### config.mk
export PLATFORM = sky130hd
export DESIGN_NAME = mem_bus_arbiter_flat
export DESIGN_NICKNAME = d
export VERILOG_FILES = /design/src/rtl/mem_bus_arbiter_if.sv /design/src/rtl/mem_bus_arbiter.sv /design/src/flat_wrapper.sv
export SDC_FILE = /design/constraint.sdc
export NUM_CORES = 1
export LEC_CHECK = 0
export BUFFER_PORTS_ARGS = -buffer_cell sky130_fd_sc_hd__buf_2
export CAP_MARGIN = 30
export CELL_PAD_IN_SITES_DETAIL_PLACEMENT = 1
export CELL_PAD_IN_SITES_GLOBAL_PLACEMENT = 2
export CORE_MARGIN = 2
export CORE_UTILIZATION = 30
export CTS_CLUSTER_SIZE = 10
export DETAILED_ROUTE_END_ITERATION = 12
export GPL_TIMING_DRIVEN = 0
export PLACE_DENSITY_LB_ADDON = 0.1
export SETUP_SLACK_MARGIN = 0.15
export SKIP_LAST_GASP = 1
export SLEW_MARGIN = 0
export SYNTH_ARGS = -nofsm -noshare
export SYNTH_HDL_FRONTEND = slang
export SYNTH_SLANG_ARGS = --single-unit
### constraint.sdc
create_clock -name clk -period 1.8 [get_ports clk]
set_input_delay 0.36 -clock clk [delete_from_list [all_inputs] [get_ports clk]]
set_output_delay 0.36 -clock clk [all_outputs]
set_load 0.01 [all_outputs]
### src/rtl/mem_bus_arbiter_if.sv
`default_nettype none
// ============================================================================
// Module      : mem_bus_arbiter_if
// Description : Requester handshakes (CPU, DMA) and external memory bus
//               shared through mem_bus_arbiter.
// Revision    : 1.0  initial release
// ============================================================================
interface mem_bus_arbiter_if;
   logic        cpu_req;
   logic        cpu_we;
   logic [15:0] cpu_addr;
   logic [7:0]  cpu_wdata;
   logic        cpu_gnt;
   logic        cpu_done;
   logic [7:0]  cpu_rdata;

   logic        dma_req;
   logic        dma_we;
   logic [15:0] dma_addr;
   logic [7:0]  dma_wdata;
   logic        dma_gnt;
   logic        dma_done;
   logic [7:0]  dma_rdata;

   logic [15:0] mem_addr;
   logic [7:0]  mem_wdata;
   logic [7:0]  mem_rdata;
   logic        mem_cs;
   logic        mem_oe;
   logic        mem_we;

   // Arbiter side: owns the memory bus, answers both requesters.
   modport master (
      input  cpu_req, cpu_we, cpu_addr, cpu_wdata,
      input  dma_req, dma_we, dma_addr, dma_wdata,
      input  mem_rdata,
      output cpu_gnt, cpu_done, cpu_rdata,
      output dma_gnt, dma_done, dma_rdata,
      output mem_addr, mem_wdata, mem_cs, mem_oe, mem_we
   );

   // Environment side: requesters and the memory device.
   modport slave (
      output cpu_req, cpu_we, cpu_addr, cpu_wdata,
      output dma_req, dma_we, dma_addr, dma_wdata,
      output mem_rdata,
      input  cpu_gnt, cpu_done, cpu_rdata,
      input  dma_gnt, dma_done, dma_rdata,
      input  mem_addr, mem_wdata, mem_cs, mem_oe, mem_we
   );
endinterface
`default_nettype wire

### src/rtl/mem_bus_arbiter.sv
`default_nettype none
// ============================================================================
// Module      : mem_bus_arbiter
// Description : Shares the SM83 memory bus between CPU and OAM DMA, one
//               T1..T4 M-cycle per access, DMA priority with a run limit.
// Revision    : 1.0  initial release
// ============================================================================
module mem_bus_arbiter #(
   parameter int DMA_MAX_RUN = 4,
   parameter int WAIT_STATES = 0
) (
   input  logic               clk,
   input  logic               rst,
   mem_bus_arbiter_if.master  bus,
   output logic               busy,
   output logic               owner
);

   localparam int                 c_RUN_W    = $clog2(DMA_MAX_RUN + 1);
   localparam logic [c_RUN_W-1:0] c_RUN_MAX  = c_RUN_W'(DMA_MAX_RUN);
   localparam logic [2:0]         c_WAIT_MAX = 3'(WAIT_STATES);

   typedef enum logic [2:0] {
      S_IDLE = 3'd0,
      S_T1   = 3'd1,
      S_T2   = 3'd2,
      S_T3   = 3'd3,
      S_T4   = 3'd4
   } state_t;

   state_t             r_state;
   state_t             w_state_nxt;
   logic [2:0]         r_wait;
   logic [c_RUN_W-1:0] r_run;
   logic               r_owner;
   logic               r_we;
   logic [15:0]        r_addr;
   logic [7:0]         r_wdata;
   logic               r_cpu_done;
   logic               r_dma_done;
   logic [7:0]         r_cpu_rdata;
   logic [7:0]         r_dma_rdata;

   logic               w_arb;
   logic               w_dma_win;
   logic               w_cpu_win;
   logic               w_wait_done;

   assign w_arb       = (r_state == S_IDLE) || (r_state == S_T4);
   // CPU takes the bus once DMA has used up its run while the CPU was waiting.
   assign w_dma_win   = w_arb && bus.dma_req && !(bus.cpu_req && (r_run == c_RUN_MAX));
   assign w_cpu_win   = w_arb && bus.cpu_req && !w_dma_win;
   assign w_wait_done = (r_wait == c_WAIT_MAX);

   always_comb begin
      w_state_nxt = r_state;
      case (r_state)
         S_IDLE, S_T4: w_state_nxt = (w_dma_win || w_cpu_win) ? S_T1 : S_IDLE;
         S_T1:         w_state_nxt = S_T2;
         S_T2:         w_state_nxt = S_T3;
         S_T3:         w_state_nxt = w_wait_done ? S_T4 : S_T3;
         default:      w_state_nxt = S_IDLE;
      endcase
   end

   always_ff @(posedge clk or negedge rst) begin
      if (!rst) begin
         r_state     <= S_IDLE;
         r_wait      <= '0;
         r_run       <= '0;
         r_owner     <= 1'b0;
         r_we        <= 1'b0;
         r_addr      <= '0;
         r_wdata     <= '0;
         r_cpu_done  <= 1'b0;
         r_dma_done  <= 1'b0;
         r_cpu_rdata <= '0;
         r_dma_rdata <= '0;
      end else begin
         r_state    <= w_state_nxt;
         r_wait     <= ((r_state == S_T3) && !w_wait_done) ? r_wait + 3'd1 : 3'd0;
         r_cpu_done <= (r_state == S_T4) && !r_owner;
         r_dma_done <= (r_state == S_T4) && r_owner;

         if (r_state == S_T4) begin
            if (r_owner) r_dma_rdata <= bus.mem_rdata;
            else         r_cpu_rdata <= bus.mem_rdata;
         end

         // The bus is driven from these copies so requesters may move on after gnt.
         if (w_dma_win) begin
            r_owner <= 1'b1;
            r_we    <= bus.dma_we;
            r_addr  <= bus.dma_addr;
            r_wdata <= bus.dma_wdata;
         end else if (w_cpu_win) begin
            r_owner <= 1'b0;
            r_we    <= bus.cpu_we;
            r_addr  <= bus.cpu_addr;
            r_wdata <= bus.cpu_wdata;
         end

         if (w_arb) begin
            if (!bus.cpu_req || w_cpu_win)
               r_run <= '0;
            else if (w_dma_win && (r_run != c_RUN_MAX))
               r_run <= r_run + c_RUN_W'(1);
         end
      end
   end

   // Grants are combinational, so gate them while reset is held.
   assign bus.cpu_gnt   = w_cpu_win && rst;
   assign bus.dma_gnt   = w_dma_win && rst;
   assign bus.cpu_done  = r_cpu_done;
   assign bus.dma_done  = r_dma_done;
   assign bus.cpu_rdata = r_cpu_rdata;
   assign bus.dma_rdata = r_dma_rdata;
   assign bus.mem_addr  = r_addr;
   assign bus.mem_wdata = r_wdata;
   assign bus.mem_cs    = (r_state != S_IDLE);
   assign bus.mem_oe    = !r_we && ((r_state == S_T2) || (r_state == S_T3) || (r_state == S_T4));
   assign bus.mem_we    = r_we && ((r_state == S_T2) || (r_state == S_T3));
   assign busy          = (r_state != S_IDLE);
   assign owner         = r_owner;

endmodule
`default_nettype wire

### src/flat_wrapper.sv
// flat-port wrapper written by rule: the top's interface ports become plain ports
module mem_bus_arbiter_flat 
#(
   parameter int DMA_MAX_RUN = 4,
   parameter int WAIT_STATES = 0
)
  (clk, rst, busy, owner, bus_cpu_req, bus_cpu_we, bus_cpu_addr, bus_cpu_wdata, bus_dma_req, bus_dma_we, bus_dma_addr, bus_dma_wdata, bus_mem_rdata, bus_cpu_gnt, bus_cpu_done, bus_cpu_rdata, bus_dma_gnt, bus_dma_done, bus_dma_rdata, bus_mem_addr, bus_mem_wdata, bus_mem_cs, bus_mem_oe, bus_mem_we);
  mem_bus_arbiter_if bus_i ();
  input  logic clk;
  input  logic rst;
  output logic busy;
  output logic owner;
  input wire logic [$bits(bus_i.cpu_req)-1:0] bus_cpu_req;
  input wire logic [$bits(bus_i.cpu_we)-1:0] bus_cpu_we;
  input wire logic [$bits(bus_i.cpu_addr)-1:0] bus_cpu_addr;
  input wire logic [$bits(bus_i.cpu_wdata)-1:0] bus_cpu_wdata;
  input wire logic [$bits(bus_i.dma_req)-1:0] bus_dma_req;
  input wire logic [$bits(bus_i.dma_we)-1:0] bus_dma_we;
  input wire logic [$bits(bus_i.dma_addr)-1:0] bus_dma_addr;
  input wire logic [$bits(bus_i.dma_wdata)-1:0] bus_dma_wdata;
  input wire logic [$bits(bus_i.mem_rdata)-1:0] bus_mem_rdata;
  output wire logic [$bits(bus_i.cpu_gnt)-1:0] bus_cpu_gnt;
  output wire logic [$bits(bus_i.cpu_done)-1:0] bus_cpu_done;
  output wire logic [$bits(bus_i.cpu_rdata)-1:0] bus_cpu_rdata;
  output wire logic [$bits(bus_i.dma_gnt)-1:0] bus_dma_gnt;
  output wire logic [$bits(bus_i.dma_done)-1:0] bus_dma_done;
  output wire logic [$bits(bus_i.dma_rdata)-1:0] bus_dma_rdata;
  output wire logic [$bits(bus_i.mem_addr)-1:0] bus_mem_addr;
  output wire logic [$bits(bus_i.mem_wdata)-1:0] bus_mem_wdata;
  output wire logic [$bits(bus_i.mem_cs)-1:0] bus_mem_cs;
  output wire logic [$bits(bus_i.mem_oe)-1:0] bus_mem_oe;
  output wire logic [$bits(bus_i.mem_we)-1:0] bus_mem_we;
  assign bus_i.cpu_req = bus_cpu_req;
  assign bus_i.cpu_we = bus_cpu_we;
  assign bus_i.cpu_addr = bus_cpu_addr;
  assign bus_i.cpu_wdata = bus_cpu_wdata;
  assign bus_i.dma_req = bus_dma_req;
  assign bus_i.dma_we = bus_dma_we;
  assign bus_i.dma_addr = bus_dma_addr;
  assign bus_i.dma_wdata = bus_dma_wdata;
  assign bus_i.mem_rdata = bus_mem_rdata;
  assign bus_cpu_gnt = bus_i.cpu_gnt;
  assign bus_cpu_done = bus_i.cpu_done;
  assign bus_cpu_rdata = bus_i.cpu_rdata;
  assign bus_dma_gnt = bus_i.dma_gnt;
  assign bus_dma_done = bus_i.dma_done;
  assign bus_dma_rdata = bus_i.dma_rdata;
  assign bus_mem_addr = bus_i.mem_addr;
  assign bus_mem_wdata = bus_i.mem_wdata;
  assign bus_mem_cs = bus_i.mem_cs;
  assign bus_mem_oe = bus_i.mem_oe;
  assign bus_mem_we = bus_i.mem_we;
  mem_bus_arbiter #(.DMA_MAX_RUN(DMA_MAX_RUN), .WAIT_STATES(WAIT_STATES)) u_core (.clk(clk), .rst(rst), .bus(bus_i), .busy(busy), .owner(owner));
endmodule
==> flow_summary.yaml, run 1 <==
global_route:
  grt-ovfl-total: 0
  grt_max_degree: 30
  grt_usage_pct: 15.98
  antenna_found_initial: 0
  first_global_vias: 2361
  grt_pass1_wl_mm: 12.58
synth:
  synth-xor-area-share_pct: 0
  syn_avg_cell_area_um2: 12.73
  ys_warn_count: 0
  synth-main-ff-cell: "dfrtp_1"
  muxShareOfSynthArea_pct: 7.080
  syn-num-nets: 277
  synth_compound_area_share_pct: 11.78
  synthAdderAreaFrac_pct: 1.863
  yosys.area_share.simple_pct: 23.33
  ys_ff_latch: 53
  synthCells: 211
  synth_top_family_by_area: "simple AND/OR/NAND/NOR gates"
  synthArstFlopShare_pct: 100.0
  synth-seq-area-share_pct: 49.37
  syn_area_mm2: 0.002686
  synth-edff-count: 0
  synth_cell_type_count: 38
timing:
  hold_viol_final: 0
  fin_ws_ns: -0.06287
  min_period_ns: 1.863
  tightestPinTransition_ns: 0.6916
  min_period_over_period_pct: 103.5
  drv_slew: 0
  rsz0062_at_grt: "yes"
  timing.slew.headroom_pct: 53.89
  fmax_mhz: 536.8
  setup_viol: 12
  skew_ns: 0.01121
layout:
  fin_util_pct: 45.09
  drive_gt1_share_pct: 60.40
  diodes: 0
  areaGrowthSynthToFinish_pct: 46.39
  fin_nets: 416
  fillers: 955
setup_path:
  r2r-end: "u_core.bus.cpu_rdata[3]"
  ff2ff_path_depth: 6
  r2r_start: "u_core.r_state[0]"
  start_kind: "register"
  cp_num_buf_inv: 2
  cpMostUsedCell: "buf_6"
  crit_start: "u_core.r_state[0]"
  crit_required_ns: 1.44
  crit_fanout: 4
  r2r_slack_ns: -0.03
  critPathTopFamily: "simple AND/OR/NAND/NOR gates"
  worstPathArrival_ns: 1.50
  crit_slowest_cell: "dfrtp_2"
  end_kind: "output port"
  path_cells: "nor2_4 -> buf_6 -> and3_4 -> and2_4 -> buf_6"
  max_stage_delay_ns: 0.45
  worstSetupPathType: "reg -> out"
routing:
  wl_per_cell_um: 18.00
  dr_total_vias: 2259
  drt.antenna.violating_nets: 0
  drc_errors: 0
  drt_iter0_markers: 39
  firstDrtPassIters: 4
  routed_wl_mm: 8.264
  avgViaCountPerCell: 4.922
die:
  die_w_um: 98.63
  num_rows: 34
  fp.dieH_um: 98.63
  dieArea_mm2: 0.009727
  core_mm2: 0.008721
  ios: 111
  initial_utilization_pct: 30.80
clock_tree:
  cts_buffers: 5
  cts_max_path_buffers: 2
  clock_latency_ns: 0.31
  cts.sinks: 53
  cts_tree: "done"
  clkSlewWorstSetupHoldPaths_ns: 0.11
  cts_root_buffer: "clkbuf_8"
  cts_max_level: 2
power_and_ir_drop:
  p_per_area_mw_per_mm2: 1620
  finalPower_mw: 6.372
  leakage_nw: 1.859
  irDropWorstVdd_mv: 0.5191
outcome:
  violations: "setup timing"
  status: "finished with violations"
placement:
  io_buffers: 109
  place.gp.congestion: 0.7258
  place_hpwl_mm: 5.702
worst_hold_path:
  hold_class: "in -> async"
run:
  cap_violations: 0
==> where the power goes <==
| part | total, mW | switching [mW] | internal (mW) |
|---|---|---|---|
| clock | 0.718 | 0.433 | 0.285 |
| combinational | 3.56 | 1.59 | 1.97 |
| sequential | 2.10 | 0.351 | 1.75 |
| total | 6.37 | 2.37 | 4.00 |
==> flip-flops by register name (all words and copies together), names as in the netlist, 3 cells and up <==
name,count
u_core.bus.mem_addr,16
u_core.bus.cpu_rdata,8
u_core.bus.dma_rdata,8
u_core.bus.mem_wdata,8
u_core.r_run,3
u_core.r_state,3
u_core.r_wait,3
==> cell type report <==
type / count / area, um2 / area share, %
multi-input combinational: 131 / 1321 / 33.60
inverter: 6 / 22.52 / 0.5727
buffer: 21 / 219.0 / 5.568
timing repair buffer: 132 / 812.0 / 20.65
tap: 108 / 135.1 / 3.436
clock buffer: 5 / 68.82 / 1.750
sequential: 53 / 1329 / 33.79
clock inverter: 3 / 25.02 / 0.6363
==> worst register-to-register path: stages (launching register included) <==
cell and delay, ns:
dfrtp_2 0.45, buf_4 0.14, buf_4 0.13, or2_4 0.24, nor3b_4 0.27, buf_6 0.17, mux2_2 0.32
==> layer usage <==
| layer | vias up | wire length (um) | global-route usage (%) |
|---|---|---|---|
| met5 | - | 0 | 0 |
| met4 | 0 | 89 | 4.004 |
| met3 | 7 | 378 | 3.333 |
| met2 | 59 | 4141 | 26.48 |
| met1 | 1104 | 3655 | 21.49 |
| li1 | 1089 | - | - |
==> metrics by stage <==
stage	TNS (ns)	area (um2)	hold WS (ns)	setup slack [ns]	std cells
4_1_cts	-0.1110	3605	0.08930	-0.05695	448
6_report	-0.2659	3933	0.08034	-0.06287	459
2_1_floorplan	0	2686	0.06441	0.2808	211
5_1_grt	-1.049	3933	0.1106	-0.1332	459
3_3_place_gp	-0.7405	3367	0.4643	-0.3912	428
3_5_place_dp	0	3387	0.4464	0.02885	429
==> kinds of logic (layout without fill, tap and decap cells) <==
logic type                 after synthesis  count (layout)
adders and majority gates                4               4
AOI/OAI and AO/OA                       34              34
and+or+nand+nor                         76              76
DFF                                     53              53
muxes                                   17              17
buffers and inverters                   27             167
==> worst max-delay path by stage <==
stage | cells after the start | slack (ns) | endpoint
2_1_floorplan | 5 | 0.28 | bus_cpu_gnt
3_3_place_gp | 4 | -0.39 | bus_cpu_gnt
5_1_grt | 5 | -0.13 | bus_dma_gnt
6_report | 5 | -0.06 | bus_dma_gnt
3_5_place_dp | 5 | 0.03 | bus_mem_oe
4_1_cts | 4 | -0.06 | busy
==> cells in the mapped netlist (2+ instances only) <==
| cell | count | area [um2] |
|---|---|---|
| buf_2 | 5 | 25.02 |
| clkbuf_1 | 6 | 22.52 |
| nor2b_1 | 2 | 12.51 |
| nor2_4 | 2 | 22.52 |
| nor3b_1 | 20 | 150.1 |
| and3_1 | 2 | 12.51 |
| nand2_1 | 2 | 7.510 |
| dfrtp_1 | 53 | 1326 |
| ha_1 | 4 | 50.05 |
| inv_1 | 6 | 22.52 |
| buf_4 | 5 | 37.54 |
| a32o_1 | 2 | 20.02 |
| nor2_1 | 4 | 15.01 |
| buf_6 | 3 | 33.78 |
| mux2_1 | 3 | 33.78 |
| nand2b_1 | 2 | 12.51 |
| and2_1 | 2 | 12.51 |
| a221o_1 | 25 | 250.2 |
| and4_1 | 25 | 219.0 |
| nor3b_2 | 7 | 87.58 |
| nand3_4 | 2 | 35.03 |
| mux2_2 | 13 | 146.4 |
==> layout by cell type, fill, tap and decap left out, drive strengths merged, types with 3 or more instances in the layout <==
master,synthesis,final
nor3b,27,27
a221o,25,25
inv,6,8
ha,4,4
dfrtp,53,53
and4,25,25
nand3,3,3
nor2,6,6
o21ai,3,3
mux2,16,16
clkbuf,6,11
buf,15,147
==> repair_timing <==
| item | 4_1_cts | 5_1_grt |
|---|---|---|
| hold buffers | 0 | 0 |
| hold endpoints to repair | 0 | 0 |
| setup endpoints to repair | 26 | 42 |
| resized for setup | 15 | 57 |
| cloned | 0 | 4 |
| setup buffers | 11 | 7 |
| pin swaps | 4 | 11 |
(Power assumes the default switching activity.)
==> run 2, diff against run 1 <==
Settings changed: CORE_UTILIZATION 30 to 33, CTS_BUF_LIST set to sky130_fd_sc_hd__clkbuf_4 sky130_fd_sc_hd__clkbuf_8.
Clock period 1.8 ns to 2.4 ns, I/O delays scaled along.
==> flow_summary.yaml, run 2 (synthesized netlist as in run 1, its figures left out) <==
global_route:
  grt_usage_pct: 17.91
  grt_pass1_wl_mm: 12.44
  antenna_found_initial: 0
  first_global_vias: 2400
  grt_max_degree: 33
  grt-ovfl-total: 0
setup_path:
  crit_slowest_cell: "dfrtp_1"
  crit_required_ns: 1.92
  start_kind: "register"
  critPathTopFamily: "simple AND/OR/NAND/NOR gates"
  path_cells: "nor2_4 -> buf_6 -> and3_4 -> and2_1 -> buf_2"
  r2r_slack_ns: 0.71
  crit_fanout: 10
  end_kind: "output port"
  cp_num_buf_inv: 2
  worstPathArrival_ns: 1.67
  max_stage_delay_ns: 0.46
  worstSetupPathType: "reg -> out"
routing:
  drt-met1-wl_mm: 3.392
  routed_wl_mm: 7.605
  firstDrtPassIters: 4
  wl_per_cell_um: 17.60
  dr_wl_met3_um: 443
  top_layer_used: "met4"
  drt.antenna.violating_nets: 0
  dr_total_vias: 2210
  avgViaCountPerCell: 5.116
  drc_errors: 0
  drt_iter0_markers: 84
  dr_wl_met2_mm: 3.658
placement:
  io_buffers: 109
  placedCellCount: 423
  place_hpwl_mm: 5.679
  place.gp.congestion: 0.6907
layout:
  largest_register_ffs: 16
  fin_nets: 395
  mostFrequentLayoutCell: "buf_2"
  final_cells: 432
  areaGrowthSynthToFinish_pct: 29.81
  fillers: 911
  drive_gt1_share_pct: 49.09
  diodes: 0
  layout_common_cells: "115 x buf_2, 53 x dfrtp_1, 25 x and4_1, 25 x a221o_1, 20 x nor3b_1"
die:
  core_mm2: 0.007807
  ios: 111
  dieArea_mm2: 0.008878
  initial_utilization_pct: 34.41
  num_rows: 32
  die_w_um: 94.23
  fp.dieH_um: 94.23
power_and_ir_drop:
  finalPower_mw: 4.117
  clkPwrFrac_pct: 12.9
  switching_power_mw: 1.596
  intPower_mw: 2.521
  leakage_nw: 1.640
  pwr-share-comb_pct: 49.0
  p_per_area_mw_per_mm2: 1181
  irDropWorstVdd_mv: 0.4043
  seqPwrFrac_pct: 38.1
  swShare_pct: 38.77
timing:
  tightestPinTransition_ns: 0.5539
  fmax_mhz: 465.7
  min_period_over_period_pct: 89.47
  rsz0062_at_grt: "no"
  tns_ns: 0
  drv_slew: 0
  timing.slew.headroom_pct: 63.08
  min_period_ns: 2.147
  setup_viol: 0
  hold_viol_final: 0
  skew_ns: 0.008825
clock_tree:
  cts_tree: "done"
  cts_root_buffer: "clkbuf_8"
  cts_buffers: 5
  clock_latency_ns: 0.31
  cts_max_path_buffers: 2
  cts.sinks: 53
  cts_max_level: 2
  clkSlewWorstSetupHoldPaths_ns: 0.11
run:
  cap_violations: 0
outcome:
  status: "completed"
worst_hold_path:
  hold_class: "in -> async"
run 2: cell count changes in the layout (fill, tap and decap cells not counted), sizes merged:
cell / before / now
clkbuf: 11 / 10
clkinv: 0 / 1
inv: 8 / 7
buf: 147 / 127
run 2: worst paths after layout:
path	endpoint	cells past startpoint	from
hold / removal	u_core.r_wait[0]	1	rst
min in group clk	u_core.bus.cpu_rdata[5]	2	bus_mem_rdata[5]
setup reg to reg	u_core.bus.mem_wdata[2]	6	u_core.r_run[1]
hold reg to reg	u_core.r_wait[0]	1	u_core.r_wait[0]
max in group asynchronous	u_core.bus.mem_addr[12]	2	rst
setup / recovery	bus_dma_gnt	5	u_core.r_state[0]
run 2: through the flow:
| stage | hold slack [ns] | worst slack (ns) | utilization [%] | instance area [um2] |
|---|---|---|---|---|
| after floorplan | 0.1844 | 0.7608 | - | 2686 |
| after global placement | 0.4627 | 0.001201 | 43.03 | 3359 |
| after detailed placement | 0.4693 | 0.3008 | 43.29 | 3379 |
| after CTS | 0.1553 | 0.1539 | 44.52 | 3476 |
| after global routing | 0.1740 | 0.1618 | 44.66 | 3487 |
| final | 0.1435 | 0.2526 | 44.66 | 3487 |
run 2: cell type report:
cell class | count | area (um2) | share of cell area, %
multi-input combinational | 131 | 1189 | 34.09
tap | 102 | 127.6 | 3.660
buffer | 21 | 155.1 | 4.449
timing repair buffer | 111 | 573.1 | 16.43
sequential | 53 | 1326 | 38.03
clock inverter | 3 | 25.02 | 0.7176
inverter | 6 | 22.52 | 0.6459
clock buffer | 5 | 68.82 | 1.973
run 2: power groups by stage:
stage	sequential [mW]	combinational (mW)	clock [mW]
after floorplan	1.72	1.10	0
after global placement	1.58	1.99	0
after detailed placement	1.59	2.03	0
after CTS	1.57	2.04	0.562
after global routing	1.63	2.23	0.590
final	1.57	2.02	0.532
run 2: routing by layer:
metal  track usage (%)  up-vias
li1                  -     1045
met1             24.53     1086
met2             29.46       70
met3             2.729        9
met4             4.952        0
met5                 0        -
run 2: what timing repair did:
item	CTS	global route
gates cloned	0	0
buffers inserted	0	1
resized for setup	2	2
hold buffers	0	0
setup endpoints to repair	2	3
